<file path="src/rtl/mem_pkg.sv">
// rtl/mem_pkg.sv - shared memory-op encodings, LSU state type and legality check
package mem_pkg;

    localparam int DATA_WIDTH = 32;

    localparam logic [2:0] MEMOP_B  = 3'b000;
    localparam logic [2:0] MEMOP_H  = 3'b001;
    localparam logic [2:0] MEMOP_W  = 3'b010;
    localparam logic [2:0] MEMOP_BU = 3'b100;
    localparam logic [2:0] MEMOP_HU = 3'b101;

    typedef enum logic [1:0] {
        IDLE   = 2'd0,
        REQ    = 2'd1,
        WAIT_R = 2'd2,
        RESP   = 2'd3
    } lsu_state_t;

    // Unknown encodings and accesses not aligned to their own size are rejected.
    function automatic logic memop_illegal(input logic [2:0] memop, input logic [1:0] addr_lo);
        case (memop)
            MEMOP_B, MEMOP_BU: memop_illegal = 1'b0;
            MEMOP_H, MEMOP_HU: memop_illegal = addr_lo[0];
            MEMOP_W:           memop_illegal = (addr_lo != 2'b00);
            default:           memop_illegal = 1'b1;
        endcase
    endfunction

endpackage

</file>
<file path="src/rtl/lsu_align.sv">
// rtl/lsu_align.sv - store lane replication/mask and load alignment/extension
module lsu_align
    import mem_pkg::*;
#(
    parameter int DATA_WIDTH = 32
) (
    input  logic [2:0]            memop,
    input  logic [1:0]            addr_lo,
    input  logic [DATA_WIDTH-1:0] wdata,
    input  logic [DATA_WIDTH-1:0] rdata,
    output logic [DATA_WIDTH-1:0] st_wdata,
    output logic [3:0]            st_wmask,
    output logic [DATA_WIDTH-1:0] ld_data
);

    logic [DATA_WIDTH-1:0] shifted;

    always_comb begin
        shifted  = rdata >> {addr_lo, 3'b000};
        st_wdata = wdata;
        st_wmask = 4'b0000;
        ld_data  = '0;
        case (memop)
            MEMOP_B, MEMOP_BU: begin
                st_wdata = {(DATA_WIDTH/8){wdata[7:0]}};
                st_wmask = 4'b0001 << addr_lo;
                ld_data  = {{(DATA_WIDTH-8){shifted[7] & ~memop[2]}}, shifted[7:0]};
            end
            MEMOP_H, MEMOP_HU: begin
                st_wdata = {(DATA_WIDTH/16){wdata[15:0]}};
                st_wmask = 4'b0011 << addr_lo;
                ld_data  = {{(DATA_WIDTH-16){shifted[15] & ~memop[2]}}, shifted[15:0]};
            end
            MEMOP_W: begin
                st_wmask = 4'b1111;
                ld_data  = shifted;
            end
            default: ;
        endcase
    end

endmodule

</file>
<file path="src/rtl/lsu_ctrl.sv">
// rtl/lsu_ctrl.sv - single-outstanding load/store unit bridging EX requests to a memory bus
module lsu_ctrl
    import mem_pkg::*;
#(
    parameter int DATA_WIDTH = 32
) (
    input  logic                  clk,
    input  logic                  rst,
    input  logic                  in_valid,
    output logic                  in_ready,
    input  logic [DATA_WIDTH-1:0] in_addr,
    input  logic [2:0]            in_memop,
    input  logic                  in_memwr,
    input  logic                  in_memrd,
    input  logic [DATA_WIDTH-1:0] in_wdata,
    input  logic [4:0]            in_rd,
    output logic                  bus_req,
    output logic                  bus_we,
    output logic [DATA_WIDTH-1:0] bus_addr,
    output logic [DATA_WIDTH-1:0] bus_wdata,
    output logic [3:0]            bus_wmask,
    input  logic                  bus_gnt,
    input  logic                  bus_rvalid,
    input  logic [DATA_WIDTH-1:0] bus_rdata,
    output logic                  out_valid,
    input  logic                  out_ready,
    output logic [DATA_WIDTH-1:0] out_rdata,
    output logic [4:0]            out_rd,
    output logic                  out_err
);

    lsu_state_t            state, state_nxt;
    logic [2:0]            memop_q;
    logic [1:0]            addr_lo_q;
    logic                  req_noop, req_illegal;
    logic [2:0]            al_memop;
    logic [1:0]            al_addr_lo;
    logic [DATA_WIDTH-1:0] st_wdata, ld_data;
    logic [3:0]            st_wmask;

    assign req_noop    = !in_memrd && !in_memwr;
    assign req_illegal = (in_memrd && in_memwr) ||
                         (!req_noop && memop_illegal(in_memop, in_addr[1:0]));

    // Store lanes come from the live request at accept; load extension from the latched one.
    assign al_memop   = (state == IDLE) ? in_memop     : memop_q;
    assign al_addr_lo = (state == IDLE) ? in_addr[1:0] : addr_lo_q;

    lsu_align #(.DATA_WIDTH(DATA_WIDTH)) u_align (
        .memop    (al_memop),
        .addr_lo  (al_addr_lo),
        .wdata    (in_wdata),
        .rdata    (bus_rdata),
        .st_wdata (st_wdata),
        .st_wmask (st_wmask),
        .ld_data  (ld_data)
    );

    always_ff @(posedge clk) begin
        if (rst) state <= IDLE;
        else     state <= state_nxt;
    end

    always_comb begin
        state_nxt = state;
        case (state)
            IDLE:   if (in_valid) state_nxt = (req_illegal || req_noop) ? RESP : REQ;
            REQ:    if (bus_gnt) state_nxt = bus_we ? RESP : WAIT_R;
            WAIT_R: if (bus_rvalid) state_nxt = RESP;
            RESP:   if (out_ready) state_nxt = IDLE;
            default: state_nxt = IDLE;
        endcase
    end

    always_comb begin
        in_ready = (state == IDLE);
    end

    always_ff @(posedge clk) begin
        if (rst) begin
            memop_q   <= '0;
            addr_lo_q <= '0;
            bus_req   <= 1'b0;
            bus_we    <= 1'b0;
            bus_addr  <= '0;
            bus_wdata <= '0;
            bus_wmask <= '0;
            out_valid <= 1'b0;
            out_rdata <= '0;
            out_rd    <= '0;
            out_err   <= 1'b0;
        end else begin
            case (state)
                IDLE: if (in_valid) begin
                    memop_q   <= in_memop;
                    addr_lo_q <= in_addr[1:0];
                    out_rd    <= in_rd;
                    if (req_illegal || req_noop) begin
                        out_valid <= 1'b1;
                        out_rdata <= '0;
                        out_err   <= req_illegal;
                    end else begin
                        bus_req   <= 1'b1;
                        bus_we    <= in_memwr;
                        bus_addr  <= {in_addr[DATA_WIDTH-1:2], 2'b00};
                        bus_wdata <= in_memwr ? st_wdata : '0;
                        bus_wmask <= in_memwr ? st_wmask : 4'b0000;
                    end
                end
                REQ: if (bus_gnt) begin
                    bus_req <= 1'b0;
                    if (bus_we) begin
                        out_valid <= 1'b1;
                        out_rdata <= '0;
                        out_err   <= 1'b0;
                    end
                end
                WAIT_R: if (bus_rvalid) begin
                    out_valid <= 1'b1;
                    out_rdata <= ld_data;
                    out_err   <= 1'b0;
                end
                RESP: if (out_ready) out_valid <= 1'b0;
                default: ;
            endcase
        end
    end

endmodule

</file>
<file path="config.mk">
export PLATFORM = sky130hd
export DESIGN_NAME = lsu_ctrl
export DESIGN_NICKNAME = d
export VERILOG_FILES = /design/src/rtl/mem_pkg.sv /design/src/rtl/lsu_align.sv /design/src/rtl/lsu_ctrl.sv
export SDC_FILE = /design/constraint.sdc
export NUM_CORES = 1
export LEC_CHECK = 0
export CORE_UTILIZATION = 44
export DETAILED_ROUTE_END_ITERATION = 7
export GPL_ROUTABILITY_DRIVEN = 1
export PLACE_DENSITY = 0.77
export SLEW_MARGIN = 0
export SYNTH_ARGS = -nofsm -noshare
export SYNTH_HDL_FRONTEND = slang
export SYNTH_HIERARCHICAL = 1
export SYNTH_SLANG_ARGS = --single-unit
</file>
<file path="constraint.sdc">
create_clock -name clk -period 4.8 [get_ports clk]
set_input_delay 1.2 -clock clk [delete_from_list [all_inputs] [get_ports clk]]
set_output_delay 1.2 -clock clk [all_outputs]
set_load 0.01 [all_outputs]
</file>
==> summary.txt, run 1 <==
Clock tree
  • Clock root buffer: sky130_fd_sc_hd__clkbuf_16
  • TritonCTS Sinks: 114
  • Clock-pin slew on the worst setup and hold paths: roughly 50 ps
  • Post-CTS setup buffers: 0
  • Clock buffer count from CTS: 17
  • Clock insertion delay at the later pin of the skew report: ~420 ps
  • Total of hold buffers inserted after clock tree synthesis: 0
  • PostCTS Resize Cnt: 0
  • Max Root-Sink Buffers: 2
  • CTS HTree Levels: 4
  • TritonCTS clock tree: done

Global routing
  • Number of global-route vias before repair: about 5,800
  • Wire length of the first global-routing pass: about 29,000 microns
  • Grt total ovfl: 0
  • Total global routing track utilization: between 20% and 30%
  • Antenna violations before repair: 0
  • Largest net degree at the start of global routing: 102

STA
  • Period utilization: 76.57%
  • Final Max Slew Viols: 0
  • Setup Total Neg Slack: 0 ps
  • Total count of hold-check failures in the final report: 0
  • Achievable frequency: 272.1 MHz
  • Worst-Margin Slew: approximately 1200 ps
  • Worst-case clock skew: 5.683 ps
  • Min Hold Slack: about 450 ps
  • Relative slew margins: between 20% and 30%
  • Period minus WS final: 3675 ps
  • Total setup violations reported at the end of the flow: 0
  • RSZ-0062 raised after global routing: no
  • Setup slack of the critical path after layout: around 1100 ps

Logic synthesis
  • Post-synthesis instance area: 5921 sq um
  • Synth unique cells: 40
  • Average footprint of a synthesized cell: 7.699 sq um
  • Post-synthesis register bit count: 114
  • Synthesized instance count: 769
  • Proportion of register bits with asynchronous set or reset after synthesis: 0%
  • Sequential-to-total area share from yosys stat: 38.55%
  • Post-synth EDFFs: 0
  • Synth warnings: 6
  • Most frequently used flop master after synthesis: sky130_fd_sc_hd__dfxtp_1

Routing
  • First DRT Iteration DRCs: 469
  • Per-cell via count in the routed design: 5.485
  • Wire length after detailed routing: 18,170 microns
  • Number of remaining DRC errors: 0
  • Number of vias after detailed routing: 6,160
  • First-pass detailed-route iteration total: 5
  • Drt wl/cell: 16.18 microns
  • Antenna violation net count after detailed routing: 0

Pwr
  • Leakage Power: 3.012 nW
  • Power Density: between 400 and 500 nW/um^2
  • Worst supply voltage drop on vdd: 0.0002365 V

Layout
  • # fillers: 1,119
  • Area Overhead vs Synth: 45.35%
  • Fraction of layout cells with a size suffix above 1: 8.342%
  • # nets final: 1,053
  • Leading cell type in the layout, fill and taps excluded: sky130_fd_sc_hd__clkdlybuf4s50_1
  • Most used cells in the layout excluding fill and tap cells: 218 x sky130_fd_sc_hd__clkdlybuf4s50_1, 194 x sky130_fd_sc_hd__nand2_1, 117 x sky130_fd_sc_hd__a21oi_1
  • Antenna fix cells: 0

Die
  • Row cnt: 42
  • Total I/O pin count: ~220
  • Die area: 13,920 sq um
  • Core Box Area: 13,190 sq um
  • Starting density of the core: 44.89%
  • Die X: about 120 microns
  • Die extent in y: 118 microns

Setup path
  • Worst endpoint required time: 5050 ps
  • Worst flop-to-flop path startpoint: state[0]
  • Crit. End Element: flop
  • Data arrival, critical path: 3930 ps
  • Peak fanout along the critical path: 24
  • Classification of the worst setup path: in -> reg
  • Worst setup path startpoint: in_addr[0]
  • Startpoint class of the critical path: input port
  • Setup slack of the worst register-to-register path: 1320 ps

Placement
  • Final estimated routing congestion in global placement: 0.8611
  • Pre-CTS setup slack: roughly 760 ps
  • HPWL after detailed placement: 12,140 microns
  • Number of I/O port buffers: between 200 and 250

Min path
  • Type of the most critical hold path: reg -> reg
  • Startpoint of the worst hold path: bus_wdata[0]

Run status
  • Run status: completed

Flow run
  • Reported max-cap violation count: 0
==> metal layers <==
layer	part of all wire, %	up-vias	GRT usage [%]
li1	-	3038	-
met1	43	2855	32.88
met2	47	237	42.06
met3	8.0	30	7.800
met4	2.3	0	11.46
met5	0	-	0
==> per-stage QoR <==
stage	utilization, %	cells	power [W]	instance area (sq um)
after floorplan	-	770	0.002255	5924
after global placement	61.07	1093	0.002695	8055
after detailed placement	61.07	1093	0.002706	8055
after CTS	65.24	1123	0.003913	8606
after global routing	65.24	1123	0.004139	8606
final	65.24	1123	0.003902	8606
==> registers in the layout, summed over array words and instances (netlist names) <==
| signal | cells |
|---|---|
| bus_wdata | 32 |
| out_rdata | 32 |
| bus_addr | 30 |
| out_rd | 5 |
| bus_wmask | 4 |
| memop_q | 3 |
| addr_lo_q | 2 |
| state | 2 |
| bus_req | 1 |
| bus_we | 1 |
| out_err | 1 |
| out_valid | 1 |
==> area by class of cell <==
class | count | area [sq um] | share of cell area (%)
Sequential cell | 114 | 2282 | 26.52
Clock buffer | 20 | 436.7 | 5.074
Timing Repair Buffer | 233 | 2307 | 26.81
Inverter | 5 | 18.77 | 0.2181
Multi-Input combinational cell | 565 | 3227 | 37.50
Clock inverter | 10 | 113.9 | 1.323
Tap cell | 176 | 220.2 | 2.559
==> synth_stat cells, types with 4 or more instances <==
cell type                  instances  share of area [%]
sky130_fd_sc_hd__o21ai_0          18                1.5
sky130_fd_sc_hd__o211ai_1          4               0.51
sky130_fd_sc_hd__inv_1             5               0.32
sky130_fd_sc_hd__buf_2            17                1.4
sky130_fd_sc_hd__nor2b_1          13                1.4
sky130_fd_sc_hd__buf_4            10                1.3
sky130_fd_sc_hd__mux2i_1          18                3.0
sky130_fd_sc_hd__nor2_1           15               0.95
sky130_fd_sc_hd__a21oi_1         117                9.9
sky130_fd_sc_hd__clkbuf_1         53                3.4
sky130_fd_sc_hd__o31ai_1          35                4.4
sky130_fd_sc_hd__ha_1              5                1.1
sky130_fd_sc_hd__nand3_1          36                3.0
sky130_fd_sc_hd__nand2_1         194                 12
sky130_fd_sc_hd__mux2_2           31                5.9
sky130_fd_sc_hd__or4_1            33                4.2
sky130_fd_sc_hd__dfxtp_1         114                 39
sky130_fd_sc_hd__a211oi_1         16                2.0
==> worst max-delay path, stage by stage <==
cell and delay [ps]:
sky130_fd_sc_hd__clkdlybuf4s50_1 530, sky130_fd_sc_hd__mux2_2 420, sky130_fd_sc_hd__buf_4 340, sky130_fd_sc_hd__nor4b_1 110, sky130_fd_sc_hd__a311oi_2 950, sky130_fd_sc_hd__nand2_1 120
sky130_fd_sc_hd__nand2_1 90, sky130_fd_sc_hd__or4_1 100, sky130_fd_sc_hd__a21oi_1 60
==> report_power, final <==
part           internal [W]  total (W)  switching, W
Clock              0.000754    0.00120      0.000443
Sequential          0.00103    0.00108     0.0000491
Combinational      0.000650    0.00163      0.000978
==> cell families after synthesis <==
family	share of synthesized area [%]
adders and majority gates	1.226
xor gates and xnor gates	0.2959
AOI/OAI and AO/OA	20.14
DFF	38.55
buffers and inverters	7.143
other	0.06334
and+or+nand+nor	23.65
muxes	8.939
==> final timing paths <==
path / cells after the start / end
min reg2reg: 2 / bus_wdata[0]
min: 2 / bus_wdata[0]
max: 9 / out_rdata[16]
max reg2reg: 10 / out_rdata[16]
(Power assumes the default switching activity.)
==> run 2, diff against run 1 <==
CORE_UTILIZATION = 41   (was 44)
PLACE_DENSITY = 0.75   (was 0.77)
clock period = 3.2 ns   (was 4.8 ns; I/O delays follow)
==> summary.txt, run 2 (synthesized netlist as in run 1, its figures left out) <==
Setup path
  • Data arrival, critical path: 3380 ps (-550 ps)
  • Crit. End Element: flop
  • Worst endpoint required time: 3540 ps (-1510 ps)
  • Worst flop-to-flop path startpoint: state[0]
  • Setup slack of the worst register-to-register path: 170 ps (-1150 ps)
  • Worst reg-to-reg path cell count: 11 (+1)
  • Capture instance of the worst register-to-register path: out_rdata[3]
  • Startpoint class of the critical path: flop
  • Classification of the worst setup path: reg -> reg
  • Peak fanout along the critical path: 15 (-38%)

Clock tree
  • CTS HTree Levels: 4 (unchanged)
  • TritonCTS clock tree: done
  • TritonCTS Sinks: 114 (unchanged)
  • Max Root-Sink Buffers: 2 (unchanged)
  • Clock root buffer: sky130_fd_sc_hd__clkbuf_16
  • Post-CTS setup buffers: 0 (unchanged)
  • Clock buffer count from CTS: 17 (unchanged)
  • Total of hold buffers inserted after clock tree synthesis: 0 (unchanged)
  • Clock-pin slew on the worst setup and hold paths: 60 ps (about the same)
  • Clock insertion delay at the later pin of the skew report: 420 ps (about the same)
  • PostCTS Resize Cnt: 0 (unchanged)

Pwr
  • Leakage Power: 3.151 nW (+4.6%)
  • Reported net switching power: 0.002330 W (+58%)
  • Share of total power in sequential cells: 26.3% (-1.3 points)
  • Share of total power in the clock network: 29.6% (-1.1 points)
  • Post-route total power: 0.006136 W (+57%)
  • Switching portion of total power: 37.97% (+0.29 points)
  • Share of power burned in combinational logic: 44.0% (+2.3 points)
  • Internal power of the cells: 0.003806 W (+57%)
  • Worst supply voltage drop on vdd: 0.0003483 V (+47%)
  • Power Density: 691.8 nW/um^2 (+53%)

Min path
  • Startpoint of the worst hold path: memop_q[0]
  • Hold-critical path depth: 2 (unchanged)
  • Type of the most critical hold path: reg -> reg
  • Endpoint of the worst hold-timing path: memop_q[0]

STA
  • Total count of hold-check failures in the final report: 0 (unchanged)
  • Worst-Margin Slew: 780.6 ps (-409.6 ps)
  • Worst-case clock skew: 5.327 ps (-0.3556 ps)
  • Final Max Slew Viols: 0 (unchanged)
  • Total setup violations reported at the end of the flow: 0 (unchanged)
  • RSZ-0062 raised after global routing: no
  • Period minus WS final: 3035 ps
  • Min Hold Slack: 449.0 ps (+2.278 ps)
  • Period utilization: between 90% and 100%
  • Achievable frequency: around 330 MHz
  • Relative slew margins: 47.96% (+27 points)
  • Setup slack of the critical path after layout: 165.2 ps (-959.4 ps)

Layout
  • Fin area: 8870 sq um (+3.1%)
  • # fillers: 1,208 (+8.0%)
  • Area occupied by registers: 2282 sq um (unchanged)
  • Fraction of layout cells with a size suffix above 1: 11.19% (+2.8 points)
  • Area taken by multi-input logic gates: 3227 sq um (unchanged)
  • Most used cells in the layout excluding fill and tap cells: 218 x sky130_fd_sc_hd__clkdlybuf4s50_1, 194 x sky130_fd_sc_hd__nand2_1, 117 x sky130_fd_sc_hd__a21oi_1
  • Area Overhead vs Synth: 49.81%
  • # nets final: 1,078 (+2.4%)
  • Utilization after layout: 63.41% (-1.8 points)
  • Largest registers in the final layout: bus_wdata: 32 flops, out_rdata: 32 flops, bus_addr: 30 flops
  • Leading cell type in the layout, fill and taps excluded: sky130_fd_sc_hd__clkdlybuf4s50_1

Global routing
  • Largest net degree at the start of global routing: 68 (-33%)
  • Antenna violations before repair: 1 (+1)
  • Wire length of the first global-routing pass: 29,140 microns (about the same)
  • Total global routing track utilization: 25.14% (-1.2 points)
  • Number of global-route vias before repair: 5,879 (+2.2%)
  • Grt total ovfl: 0 (unchanged)

Routing
  • Number of remaining DRC errors: 0 (unchanged)
  • Antenna violation net count after detailed routing: 0 (unchanged)
  • First DRT Iteration DRCs: 353 (-25%)
  • Wire length after detailed routing: 18,720 microns (+3.0%)
  • Per-cell via count in the routed design: 5.362 (-2.2%)
  • First-pass detailed-route iteration total: 4 (-1)
  • Number of vias after detailed routing: 6,193 (+0.54%)
  • Drt wl/cell: 16.21 microns (+0.13%)

Placement
  • Final estimated routing congestion in global placement: 0.8572 (-0.45%)
  • Number of I/O port buffers: 219 (unchanged)
  • Instance area at placement: 8298 sq um (+3.0%)
  • HPWL after detailed placement: 12,650 microns (+4.2%)
  • Pre-CTS setup slack: -215.4 ps (-970.7 ps)

Die
  • Core Box Area: 13,990 sq um (+6.1%)
  • Row cnt: 43 (+2.4%)
  • Total I/O pin count: 222 (unchanged)
  • Die area: 14,930 sq um (+7.2%)
  • Starting density of the core: 42.33% (-2.6 points)
  • Die extent in y: 122.2 microns (+3.5%)
  • Die X: 122.2 microns (+3.5%)

Flow run
  • Reported max-cap violation count: 0 (unchanged)

Run status
  • Run status: completed
==> run 2: power by group through the flow <==
stage                     sequential, W  clock [W]  combinational [W]
after floorplan                 0.00168          0            0.00171
after global placement          0.00164          0            0.00267
after detailed placement        0.00165          0            0.00268
after CTS                       0.00162    0.00185            0.00270
after global routing            0.00163    0.00191            0.00296
final                           0.00161    0.00182            0.00270
==> run 2: final cells by class <==
cell class                 count  share of cell area, %
clock buffer                  18                  4.951
clock inverter                14                  1.467
multi-input combinational    565                  36.38
timing repair buffer         258                  28.69
tap                          180                  2.539
antenna                        1                0.02821
inverter                       5                 0.2116
sequential                   114                  25.73
==> run 2: worst max path at each step <==
stage | cells after the start | endpoint | startpoint | slack [ps]
CTS | 11 | out_rdata[3] | state[0] | 150
global route | 11 | out_rdata[3] | state[0] | 8
finish | 11 | out_rdata[3] | state[0] | 170
detailed placement | 9 | out_rdata[13] | in_addr[1] | -220
global placement | 9 | out_rdata[8] | in_addr[1] | -160
floorplan | 13 | out_rdata[12] | state[0] | 30
==> run 2: per-layer routing <==
layer  up-vias  global-route usage (%)  share of wire (%)
met4         0                   12.58                3.3
met5         -                       0                  0
met1      2840                   30.08                 42
met2       230                   39.34                 45
met3        45                   9.410                9.6
li1       3078                       -                  -
==> run 2: through the flow <==
step | setup TNS [ps] | cells
global route | 0 | 1154
detailed placement | -2214 | 1122
global placement | -1376 | 1122
finish | 0 | 1155
CTS | 0 | 1154
floorplan | 0 | 770
==> run 2: critical path: stages, from the launching register on <==
cell and delay [ps]:
sky130_fd_sc_hd__dfxtp_1 340, sky130_fd_sc_hd__inv_1 130, sky130_fd_sc_hd__ha_1 200, sky130_fd_sc_hd__buf_4 220, sky130_fd_sc_hd__mux2_2 440, sky130_fd_sc_hd__buf_4 190, sky130_fd_sc_hd__nor2b_1 250, sky130_fd_sc_hd__a211oi_1 420
sky130_fd_sc_hd__buf_4 180, sky130_fd_sc_hd__nand2_1 30, sky130_fd_sc_hd__or4_1 410, sky130_fd_sc_hd__a21oi_1 140
==> run 3, diff against run 2 <==
ABC_AREA = 1   (was unset)
CORE_UTILIZATION = 42   (was 41)
==> summary.txt, run 3 <==
Run status
  • Run status: finished with violations
  • Failing checks: DRC

Layout
  • # nets final: 1,337 (+24%)
  • Area occupied by registers: 2282 sq um (unchanged)
  • Fraction of layout cells with a size suffix above 1: 7.543% (-3.6 points)
  • Leading cell type in the layout, fill and taps excluded: sky130_fd_sc_hd__nand2_1
  • Area Overhead vs Synth: 44.25%
  • Antenna fix cells: 0 (-1)
  • Largest registers in the final layout: bus_wdata: 32 flops, out_rdata: 32 flops, bus_addr: 30 flops
  • # fillers: 1,356 (+12%)
  • Most used cells in the layout excluding fill and tap cells: 435 x sky130_fd_sc_hd__nand2_1, 218 x sky130_fd_sc_hd__clkdlybuf4s50_1, 121 x sky130_fd_sc_hd__inv_1
  • Area taken by multi-input logic gates: 3232 sq um (+0.16%)

Logic synthesis
  • Commonest cells in the synthesized netlist: 435 x sky130_fd_sc_hd__nand2_1, 121 x sky130_fd_sc_hd__inv_1, 114 x sky130_fd_sc_hd__dfxtp_1
  • Post-synthesis instance area: 6399 sq um (+8.1%)
  • Most frequently used flop master after synthesis: sky130_fd_sc_hd__dfxtp_1
  • Area fraction of the dominant cell type after synthesis: 35.67% (-2.9 points)
  • Synth warnings: 6 (unchanged)
  • Post-synthesis register bit count: 114 (unchanged)
  • Proportion of register bits with asynchronous set or reset after synthesis: 0% (unchanged)
  • Cell types with the largest area share after synthesis: sky130_fd_sc_hd__dfxtp_1 36%, sky130_fd_sc_hd__nand2_1 26%, sky130_fd_sc_hd__inv_1 7.1%
  • Post-synth EDFFs: 0 (unchanged)
  • Average footprint of a synthesized cell: 6.182 sq um (-20%)
  • Sequential-to-total area share from yosys stat: 35.67% (-2.9 points)
  • Synth unique cells: 31 (-23%)
  • Synthesized instance count: 1,035 (+35%)
  • Yosys top cell by area: sky130_fd_sc_hd__dfxtp_1
  • Most repeated cell in the gate-level netlist after synthesis: sky130_fd_sc_hd__nand2_1

Setup path
  • Startpoint class of the critical path: flop
  • Crit. End Element: flop
  • Classification of the worst setup path: reg -> reg
  • Data arrival, critical path: 3240 ps (-140 ps)
  • Worst setup path startpoint: state[0]
  • Peak fanout along the critical path: 13 (-2)
  • Worst endpoint required time: 3540 ps (about the same)
  • Worst flop-to-flop path startpoint: state[0]

Routing
  • Per-cell via count in the routed design: 4.803 (-10%)
  • First-pass detailed-route iteration total: 7 (+3)
  • First DRT Iteration DRCs: 514 (+46%)
  • Number of vias after detailed routing: 6,806 (+9.9%)
  • Number of remaining DRC errors: 23 (+23)
  • Antenna violation net count after detailed routing: 0 (unchanged)
  • Drt wl/cell: 13.52 microns (-17%)
  • Wire length after detailed routing: 19,160 microns (+2.4%)

STA
  • Final Max Slew Viols: 0 (unchanged)
  • Worst-Margin Slew: 884.4 ps (+103.9 ps)
  • Total count of hold-check failures in the final report: 0 (unchanged)
  • Min Hold Slack: 453.1 ps (+4.106 ps)
  • RSZ-0062 raised after global routing: no
  • Setup Total Neg Slack: 0 ps (unchanged)
  • Total setup violations reported at the end of the flow: 0 (unchanged)
  • Worst-case clock skew: 10.66 ps (+5.332 ps)
  • Period utilization: 90.45% (-4.4 points)
  • Relative slew margins: 41.04% (-6.9 points)
  • Achievable frequency: 345.5 MHz (+4.9%)
  • Period minus WS final: 2894 ps (-140.6 ps)

Global routing
  • Number of global-route vias before repair: 6,350 (+8.0%)
  • Largest net degree at the start of global routing: 83 (+22%)
  • Grt total ovfl: 0 (unchanged)
  • Wire length of the first global-routing pass: 31,800 microns (+9.1%)
  • Antenna violations before repair: 0 (-1)
  • Total global routing track utilization: 25.20% (+0.063 points)

Clock tree
  • TritonCTS Sinks: 114 (unchanged)
  • TritonCTS clock tree: done
  • Clock root buffer: sky130_fd_sc_hd__clkbuf_16
  • Max Root-Sink Buffers: 2 (unchanged)
  • Post-CTS setup buffers: 0 (unchanged)
  • Clock insertion delay at the later pin of the skew report: 420 ps (about the same)
  • Clock-pin slew on the worst setup and hold paths: 50 ps (about the same)
  • CTS HTree Levels: 4 (unchanged)
  • Total of hold buffers inserted after clock tree synthesis: 0 (unchanged)
  • Clock buffer count from CTS: 17 (unchanged)
  • PostCTS Resize Cnt: 0 (unchanged)

Pwr
  • Power Density: 775.5 nW/um^2 (+12%)
  • Worst supply voltage drop on vdd: 0.0004456 V (+28%)
  • Leakage Power: 4.394 nW (+39%)

Die
  • Row cnt: 44 (+2.3%)
  • Die area: 15,730 sq um (+5.4%)
  • Total I/O pin count: 222 (unchanged)
  • Core Box Area: 14,700 sq um (+5.1%)
  • Die X: 125.4 microns (+2.7%)
  • Die extent in y: 125.4 microns (+2.7%)
  • Starting density of the core: 43.53% (+1.2 points)

Flow run
  • Reported max-cap violation count: 0 (unchanged)

Placement
  • Final estimated routing congestion in global placement: 0.9414 (+9.8%)
  • Number of I/O port buffers: 219 (unchanged)
  • HPWL after detailed placement: 13,910 microns (+9.9%)

Min path
  • Startpoint of the worst hold path: addr_lo_q[1]
  • Type of the most critical hold path: reg -> reg
## run 3: per-layer routing
metal | GRT usage, % | wire [microns] | up-vias
met3 | 6.290 | 1388 | 43
li1 | - | - | 3516
met5 | 0 | 0 | -
met1 | 30.11 | 7998 | 3003
met4 | 11.41 | 601 | 0
met2 | 42.55 | 9171 | 244
## run 3: cell type report
cell class,instances,area share (%)
multi-input combinational,722,35.01
clock inverter,12,1.966
tap,184,2.494
sequential,114,24.73
clock buffer,20,4.948
inverter,126,5.124
timing repair buffer,239,25.73
## run 3: logic make-up (layout without fill, tap and decap cells)
logic type	after synthesis	count (layout)	share of synthesized area, %
AOI/OAI and AO/OA	126	126	10.38
adders and majority gates	5	5	0.9777
other	1	2	0.05861
and+or+nand+nor	589	589	38.78
DFF	114	114	35.67
buffers and inverters	200	397	14.14
## run 3: critical path, cell delays in order (launching register included)
cell                       delay (ps)
sky130_fd_sc_hd__dfxtp_1          440
sky130_fd_sc_hd__inv_1            100
sky130_fd_sc_hd__ha_1             390
sky130_fd_sc_hd__o21ai_0          750
sky130_fd_sc_hd__nand2_2          300
sky130_fd_sc_hd__nand2_1          310
sky130_fd_sc_hd__o211ai_1         150
sky130_fd_sc_hd__nand2_1           90
sky130_fd_sc_hd__nand2_1           70
sky130_fd_sc_hd__nand4_1          100
sky130_fd_sc_hd__nand2_1           60
sky130_fd_sc_hd__nor2_1            70
## run 3: per-stage QoR
| step | util, % | power [W] | cells | setup WS, ps | instance area, sq um |
|---|---|---|---|---|---|
| final | 62.79 | 0.007158 | 1417 | 305.8 | 9230 |
| after global routing | 62.79 | 0.007730 | 1417 | 11.91 | 9230 |
| after CTS | 62.79 | 0.007202 | 1417 | 301.9 | 9230 |
| after detailed placement | 58.45 | 0.005145 | 1385 | 290.3 | 8592 |
| after global placement | 58.45 | 0.005119 | 1385 | 380.2 | 8592 |
| after floorplan | - | 0.004124 | 1036 | 818.3 | 6402 |
## run 3: final timing paths
kind	slack (ps)	cells after the start	endpoint
setup / recovery	310	11	out_rdata[10]
hold / removal	450	2	addr_lo_q[1]
setup reg to reg	310	11	out_rdata[10]
hold reg to reg	450	2	addr_lo_q[1]
## run 3: where the power goes
| part | leakage [nW] | switching (W) | total [W] | internal, W |
|---|---|---|---|---|
| logic | 3.17 | 0.00201 | 0.00336 | 0.00135 |
| clock network | 0.298 | 0.000693 | 0.00204 | 0.00134 |
| registers | 0.929 | 0.000120 | 0.00176 | 0.00164 |
| total | 4.39 | 0.00282 | 0.00716 | 0.00433 |
